**config.mk**
```make
export PLATFORM = sky130hd
export DESIGN_NAME = ring_pos_to_remote_packer
export DESIGN_NICKNAME = d
export VERILOG_FILES = /design/src/rtl/ring_pos_to_remote_packer.sv
export SDC_FILE = /design/constraint.sdc
export NUM_CORES = 2
export LEC_CHECK = 0
export CORE_MARGIN = 2
export CORE_UTILIZATION = 38
export CTS_CLUSTER_SIZE = 30
export DETAILED_ROUTE_END_ITERATION = 12
export HOLD_SLACK_MARGIN = 0.03
export SLEW_MARGIN = 20
export SYNTH_ARGS = -nofsm -noshare
export SYNTH_HDL_FRONTEND = slang
export SYNTH_SLANG_ARGS = --single-unit
```
**constraint.sdc**
```tcl
create_clock -name clk -period 16.9 [get_ports clk]
set_input_delay 3.38 -clock clk [delete_from_list [all_inputs] [get_ports clk]]
set_output_delay 3.38 -clock clk [all_outputs]
set_load 0.01 [all_outputs]
```
**src/rtl/ring_pos_to_remote_packer.sv**
```systemverilog
// Packs position-ring offset packets into multi-slot AXI-Stream beats for the
// inter-FPGA link, with a small output FIFO to ride out link backpressure.

module ring_pos_slot #(
  parameter int SUB_PACKET_WIDTH = 128
) (
  input  logic                        clk,
  input  logic                        rst,
  input  logic                        load,
  input  logic                        clr,
  input  logic [SUB_PACKET_WIDTH-1:0] din,
  output logic [SUB_PACKET_WIDTH-1:0] q
);
  always_ff @(posedge clk or posedge rst) begin
    if (rst)       q <= '0;
    else if (load) q <= din;
    else if (clr)  q <= '0;
  end
endmodule

module ring_pos_to_remote_packer #(
  parameter int NUM_SUB_PACKETS   = 4,
  parameter int SUB_PACKET_WIDTH  = 128,
  parameter int OFFSET_WIDTH      = 23,
  parameter int ELEMENT_WIDTH     = 2,
  parameter int PARTICLE_ID_WIDTH = 8,
  parameter int GCID_WIDTH        = 3,
  parameter int LIFETIME_WIDTH    = 5,
  parameter int NODE_ID_WIDTH     = 4,
  parameter int TDEST_WIDTH       = 8,
  parameter int FIFO_DEPTH        = 4,
  localparam int TDATA_W = NUM_SUB_PACKETS*SUB_PACKET_WIDTH,
  localparam int PKT_W   = 3*OFFSET_WIDTH+ELEMENT_WIDTH+PARTICLE_ID_WIDTH,
  localparam int FC_W    = $clog2(FIFO_DEPTH)+1
) (
  input  logic                      clk,
  input  logic                      rst,
  input  logic [NODE_ID_WIDTH-1:0]  i_dest_id,
  input  logic                      i_flush,
  input  logic [PKT_W-1:0]          i_offset_pkt,
  input  logic [3*GCID_WIDTH-1:0]   i_gcid,
  input  logic [LIFETIME_WIDTH-1:0] i_lifetime,
  input  logic                      i_valid,
  output logic                      o_ready,
  output logic                      o_axis_tvalid,
  input  logic                      i_axis_tready,
  output logic [TDATA_W-1:0]        o_axis_tdata,
  output logic [TDATA_W/8-1:0]      o_axis_tkeep,
  output logic                      o_axis_tlast,
  output logic [TDEST_WIDTH-1:0]    o_axis_tdest,
  output logic [FC_W-1:0]           o_fifo_count,
  output logic                      o_debug_burst_running,
  output logic                      o_debug_last_pos_sent
);
  localparam int NS      = NUM_SUB_PACKETS;
  localparam int OW      = OFFSET_WIDTH;
  localparam int SLOT_B  = SUB_PACKET_WIDTH/8;
  localparam int CNT_W   = $clog2(NS)+1;
  localparam int AW      = $clog2(FIFO_DEPTH);
  localparam int LANE3_W = PARTICLE_ID_WIDTH+ELEMENT_WIDTH+3*GCID_WIDTH+LIFETIME_WIDTH+1;

  if (LANE3_W > 32) begin : g_lane3_overflow
    $error("lane3 metadata does not fit in 32 bits");
  end

  logic [CNT_W-1:0] count;
  logic             burst_running;
  logic [FC_W-1:0]  fifo_cnt;
  logic [AW-1:0]    wr_ptr, rd_ptr;
  logic             fifo_full, fifo_empty, push, pop;
  logic             live_acc, trig_a, trig_b;

  logic [SUB_PACKET_WIDTH-1:0]                  slot_din;
  logic [NS-1:0][SUB_PACKET_WIDTH-1:0]          slot_q;
  logic [NS-1:0][SUB_PACKET_WIDTH-1:0]          beat_data;
  logic [NS-1:0][SLOT_B-1:0]                    beat_keep;

  logic [TDATA_W-1:0]     mem_data [FIFO_DEPTH];
  logic [TDATA_W/8-1:0]   mem_keep [FIFO_DEPTH];
  logic [TDEST_WIDTH-1:0] mem_dest [FIFO_DEPTH];

  assign fifo_full  = (fifo_cnt == FC_W'(FIFO_DEPTH));
  assign fifo_empty = (fifo_cnt == '0);
  assign o_ready    = !fifo_full;
  assign live_acc   = i_valid && o_ready && (i_lifetime != '0);
  assign trig_a     = live_acc && (count == CNT_W'(NS));
  // Input acceptance wins over flush; the flush simply waits a cycle.
  assign trig_b     = !live_acc && i_flush && burst_running && !fifo_full;
  assign push       = trig_a || trig_b;
  assign pop        = !fifo_empty && i_axis_tready;

  // Slot layout: x/y/z zero-extended to 32-bit lanes, metadata in lane3 with last_bit at bit 0.
  always_comb begin
    slot_din = '0;
    slot_din[0  +: OW] = i_offset_pkt[0    +: OW];
    slot_din[32 +: OW] = i_offset_pkt[OW   +: OW];
    slot_din[64 +: OW] = i_offset_pkt[2*OW +: OW];
    slot_din[96 +: LANE3_W] = {i_offset_pkt[3*OW+ELEMENT_WIDTH +: PARTICLE_ID_WIDTH],
                               i_offset_pkt[3*OW +: ELEMENT_WIDTH],
                               i_gcid, i_lifetime, 1'b0};
  end

  for (genvar k = 0; k < NS; k++) begin : g_slot
    logic load, clr;
    // On a full-beat trigger the new packet restarts the beat in slot 0 and the rest are wiped.
    if (k == 0) begin : g_first
      assign load = live_acc && (trig_a || count == '0);
    end else begin : g_rest
      assign load = live_acc && !trig_a && (count == CNT_W'(k));
    end
    assign clr = trig_b || trig_a;

    ring_pos_slot #(.SUB_PACKET_WIDTH(SUB_PACKET_WIDTH)) u_slot (
      .clk  (clk),
      .rst  (rst),
      .load (load),
      .clr  (clr),
      .din  (slot_din),
      .q    (slot_q[k])
    );
  end

  always_comb begin
    beat_data = slot_q;
    beat_keep = '0;
    for (int k = 0; k < NS; k++) begin
      if (trig_b && count == CNT_W'(k+1)) beat_data[k][96] = 1'b1;
      if (trig_a || count > CNT_W'(k))    beat_keep[k] = '1;
    end
  end

  always_ff @(posedge clk or posedge rst) begin
    if (rst) begin
      count                 <= '0;
      burst_running         <= 1'b0;
      o_debug_last_pos_sent <= 1'b0;
    end else begin
      o_debug_last_pos_sent <= trig_b;
      if (trig_a) begin
        count <= CNT_W'(1);
      end else if (live_acc) begin
        count         <= count + 1'b1;
        burst_running <= 1'b1;
      end else if (trig_b) begin
        count         <= '0;
        burst_running <= 1'b0;
      end
    end
  end

  always_ff @(posedge clk or posedge rst) begin
    if (rst) begin
      wr_ptr   <= '0;
      rd_ptr   <= '0;
      fifo_cnt <= '0;
    end else begin
      if (push) wr_ptr <= wr_ptr + 1'b1;
      if (pop)  rd_ptr <= rd_ptr + 1'b1;
      if (push && !pop)      fifo_cnt <= fifo_cnt + 1'b1;
      else if (pop && !push) fifo_cnt <= fifo_cnt - 1'b1;
    end
  end

  always_ff @(posedge clk) begin
    if (push) begin
      mem_data[wr_ptr] <= beat_data;
      mem_keep[wr_ptr] <= beat_keep;
      mem_dest[wr_ptr] <= TDEST_WIDTH'(i_dest_id);
    end
  end

  // Head is masked while empty so stale entries never leak after reset or drain.
  assign o_axis_tvalid         = !fifo_empty;
  assign o_axis_tdata          = fifo_empty ? '0 : mem_data[rd_ptr];
  assign o_axis_tkeep          = fifo_empty ? '0 : mem_keep[rd_ptr];
  assign o_axis_tdest          = fifo_empty ? '0 : mem_dest[rd_ptr];
  assign o_axis_tlast          = 1'b1;
  assign o_fifo_count          = fifo_cnt;
  assign o_debug_burst_running = burst_running;

endmodule
```
==> flow_summary.json <==
{
  "portBuffers": 552,
  "finClkSkew_ns": 0.0307,
  "slew_headroom_pct": 21.9,
  "fin_crit_ns": 8.36,
  "core.rowCount": 161,
  "setup_viol": 0,
  "grt_pass1_vias": 36500,
  "status": "complete, no violations",
  "async_reset_ff_share_pct": 20.0,
  "hp-class": "flop to flop",
  "wl_per_cell_um": 26.2,
  "dieHeight_um": 444,
  "ir_drop_v": 0.000122,
  "whs_ns": 0.504,
  "synth-edff-count": 1536,
  "drv_slew": 0,
  "grt_pass1_wl_mm": 260,
  "syn_avg_cell_area_um2": 20.1,
  "crit_top_cell": "buf_4",
  "ys.flop_type": "edfxtp_1",
  "core_area_um2": 192000,
  "dieWidth_um": 444,
  "drt-initial-drc-count": 2984,
  "criticalPathCategory": "flop to primary output",
  "cts_root_buffer": "clkbuf_16",
  "numCtsBuffers": 195,
  "grt_use_total_pct": 18.2,
  "drt_pass1_iterations": 5,
  "cellPowerDensity_nw_per_um2": 195,
  "start_util_pct": 38.2,
  "cp_max_fo": 41,
  "nets": 4304,
  "cpPeakStageDelay_ns": 1.00,
  "synth.largest_area_cell": "edfxtp_1",
  "clock_latency_ns": 0.85,
  "critical_path.cell_chain": "buf_4 > buf_4 > mux4_2 > and2_1 > clkdlybuf4s50_1",
  "p_leak_nw": 30.4,
  "htreeDepth": 4,
  "post_cts_buffers": 0,
  "grt_max_degree": 141,
  "grt_setup_unrepaired": "false",
  "synth_area_leaders": "edfxtp_1, dfrtp_1, mux4_2",
  "clockBufferDepth": 3,
  "drive_gt1_share_pct": 17.6,
  "end_kind": "primary output",
  "max_slew.worst_pin.slew_ns": 1.17,
  "ys_ff_latch": 1920,
  "postSynthCellCount": 3662,
  "cp_slowest_cell": "dfrtp_4",
  "ys_types": 44,
  "drc_errors": 0,
  "grt_antenna_before_repair": 6,
  "grt_overflow": 0,
  "period_share_pct": 49.5,
  "gp_congestion": 0.726,
  "io_pins": 694,
  "fmax_mhz": 120,
  "cts.sinks": 1920,
  "dp.final_hpwl_mm": 101,
  "vias": 36000,
  "cts_resized": 0,
  "synth_top_area_share_pct": 62.8,
  "synthesis.area_um2": 73500,
  "dieArea_um2": 197000,
  "worst_setup_path_start_kind": "flop",
  "routed_wl_mm": 180,
  "ys_warn_count": 0,
  "required_ns": 13.52,
  "hold_violations": 0,
  "ant_nets": 0,
  "vias_per_cell": 5.22,
  "seq_area_frac_synth_pct": 75.8,
  "arrival_ns": 4.98,
  "drv_cap": 0,
  "finish.utilization_pct": 45.5,
  "tritoncts": "done",
  "area_growth_pct": 19.0,
  "tns_ns": 0,
  "cts_hold_buf": 0,
  "path_clk_slew_ns": 0.06
}
==> power breakdown <==
group          internal [W]  switching (W)  leakage [nW]
sequential          0.00638       0.000573          19.4
clock               0.00252        0.00181          3.17
combinational       0.00285        0.00294          7.87
total                0.0117        0.00532          30.4
==> critical path, delay by kind of cell (launching register included) <==
family / cells / cell delay (ns)
buf+inv: 3 / 2.06
simple gates: 1 / 0.23
flops: 1 / 1.00
mux: 1 / 0.66
==> final timing paths <==
check | startpoint | to | slack, ns | cells after the start
hold / removal | g_slot[2].u_slot.q[79] | mem_data[2][335] | 0.50 | 0
setup reg to reg | count[1] | mem_data[3][137] | 11.24 | 9
setup / recovery | rd_ptr[0] | o_axis_tdata[398] | 8.54 | 5
hold reg to reg | g_slot[2].u_slot.q[79] | mem_data[2][335] | 0.50 | 0
max in group asynchronous | rst | g_slot[1].u_slot.q[69] | 11.60 | 4
min in group asynchronous | rst | g_slot[1].u_slot.q[4] | 3.04 | 2
==> flip-flops by register name, indices dropped and copies added, names as in the netlist <==
name	count
wr_ptr	2
g_slot.u_slot.q	372
o_debug_last_pos_sent	1
mem_dest	16
count	3
mem_keep	16
rd_ptr	2
mem_data	1504
o_fifo_count	3
o_debug_burst_running	1
==> synth_stat cells, types with 25 or more instances <==
cell	n
a22o_1	279
and2_1	388
buf_1	25
buf_2	91
buf_4	208
clkbuf_1	96
dfrtp_1	384
edfxtp_1	1536
mux4_2	384
nand2_1	102
o2bb2ai_1	93
==> cell type report <==
type / instances / area (um2)
tap: 2526 / 3160
timing repair buffer: 613 / 6120
multi-input combinational: 1450 / 15900
sequential: 1920 / 55700
clock inverter: 79 / 973
inverter: 11 / 51.3
clock buffer: 290 / 5550
fill: 16300 / 105000
antenna: 2 / 5.00
==> layout by cell type (no fill, tap or decap), types with 4 or more instances in the layout <==
cell             count
clkinv_1             6
ha_1                10
clkinvlp_4           7
o2bb2ai_1           93
clkbuf_16          197
nor2_1               7
clkbuf_1            66
dfrtp_1            382
nand2_1            102
and2_1             384
clkinv_16            4
clkbuf_8            27
clkinv_2            32
mux4_2             384
conb_1             141
bufinv_16           15
buf_12               9
and2_4               4
inv_6               10
buf_4               51
a22o_1             279
o21ai_0              4
xnor2_1              4
edfxtp_1          1536
clkdlybuf4s50_1    552
inv_1                9
==> through the flow <==
| stage | cells | power [W] | setup slack, ns | area (um2) |
|---|---|---|---|---|
| 2_1_floorplan | 3801 | 0.0102 | 2.85 | 74000 |
| 3_3_place_gp | 6518 | 0.0129 | 8.21 | 80900 |
| 3_5_place_dp | 6519 | 0.0130 | 8.20 | 80900 |
| 4_1_cts | 6888 | 0.0173 | 8.15 | 87400 |
| 5_1_grt | 6889 | 0.0178 | 8.11 | 87400 |
| 6_report | 6891 | 0.0171 | 8.54 | 87500 |
==> logic make-up (layout without fill, tap and decap cells) <==
group                      after synthesis  count (layout)  synth area share, %
other                                    2             143               0.0102
buffers and inverters                  431             993                 3.42
muxes                                  386             386                 11.8
adders and majority gates               11              11                0.198
DFF                                   1920            1920                 75.8
AOI/OAI and AO/OA                      393             393                 4.65
xor gates and xnor gates                 6               6               0.0715
and+or+nand+nor                        513             513                 4.01
==> metal layers <==
layer / GRT usage (%) / up-vias / routed length, um
li1: - / 15300 / -
met4: 6.64 / 8 / 5900
met1: 24.7 / 19400 / 75400
met3: 3.59 / 221 / 10500
met2: 29.1 / 1092 / 88500
met5: 0 / - / 43
Power figures use the tool's default switching activity.
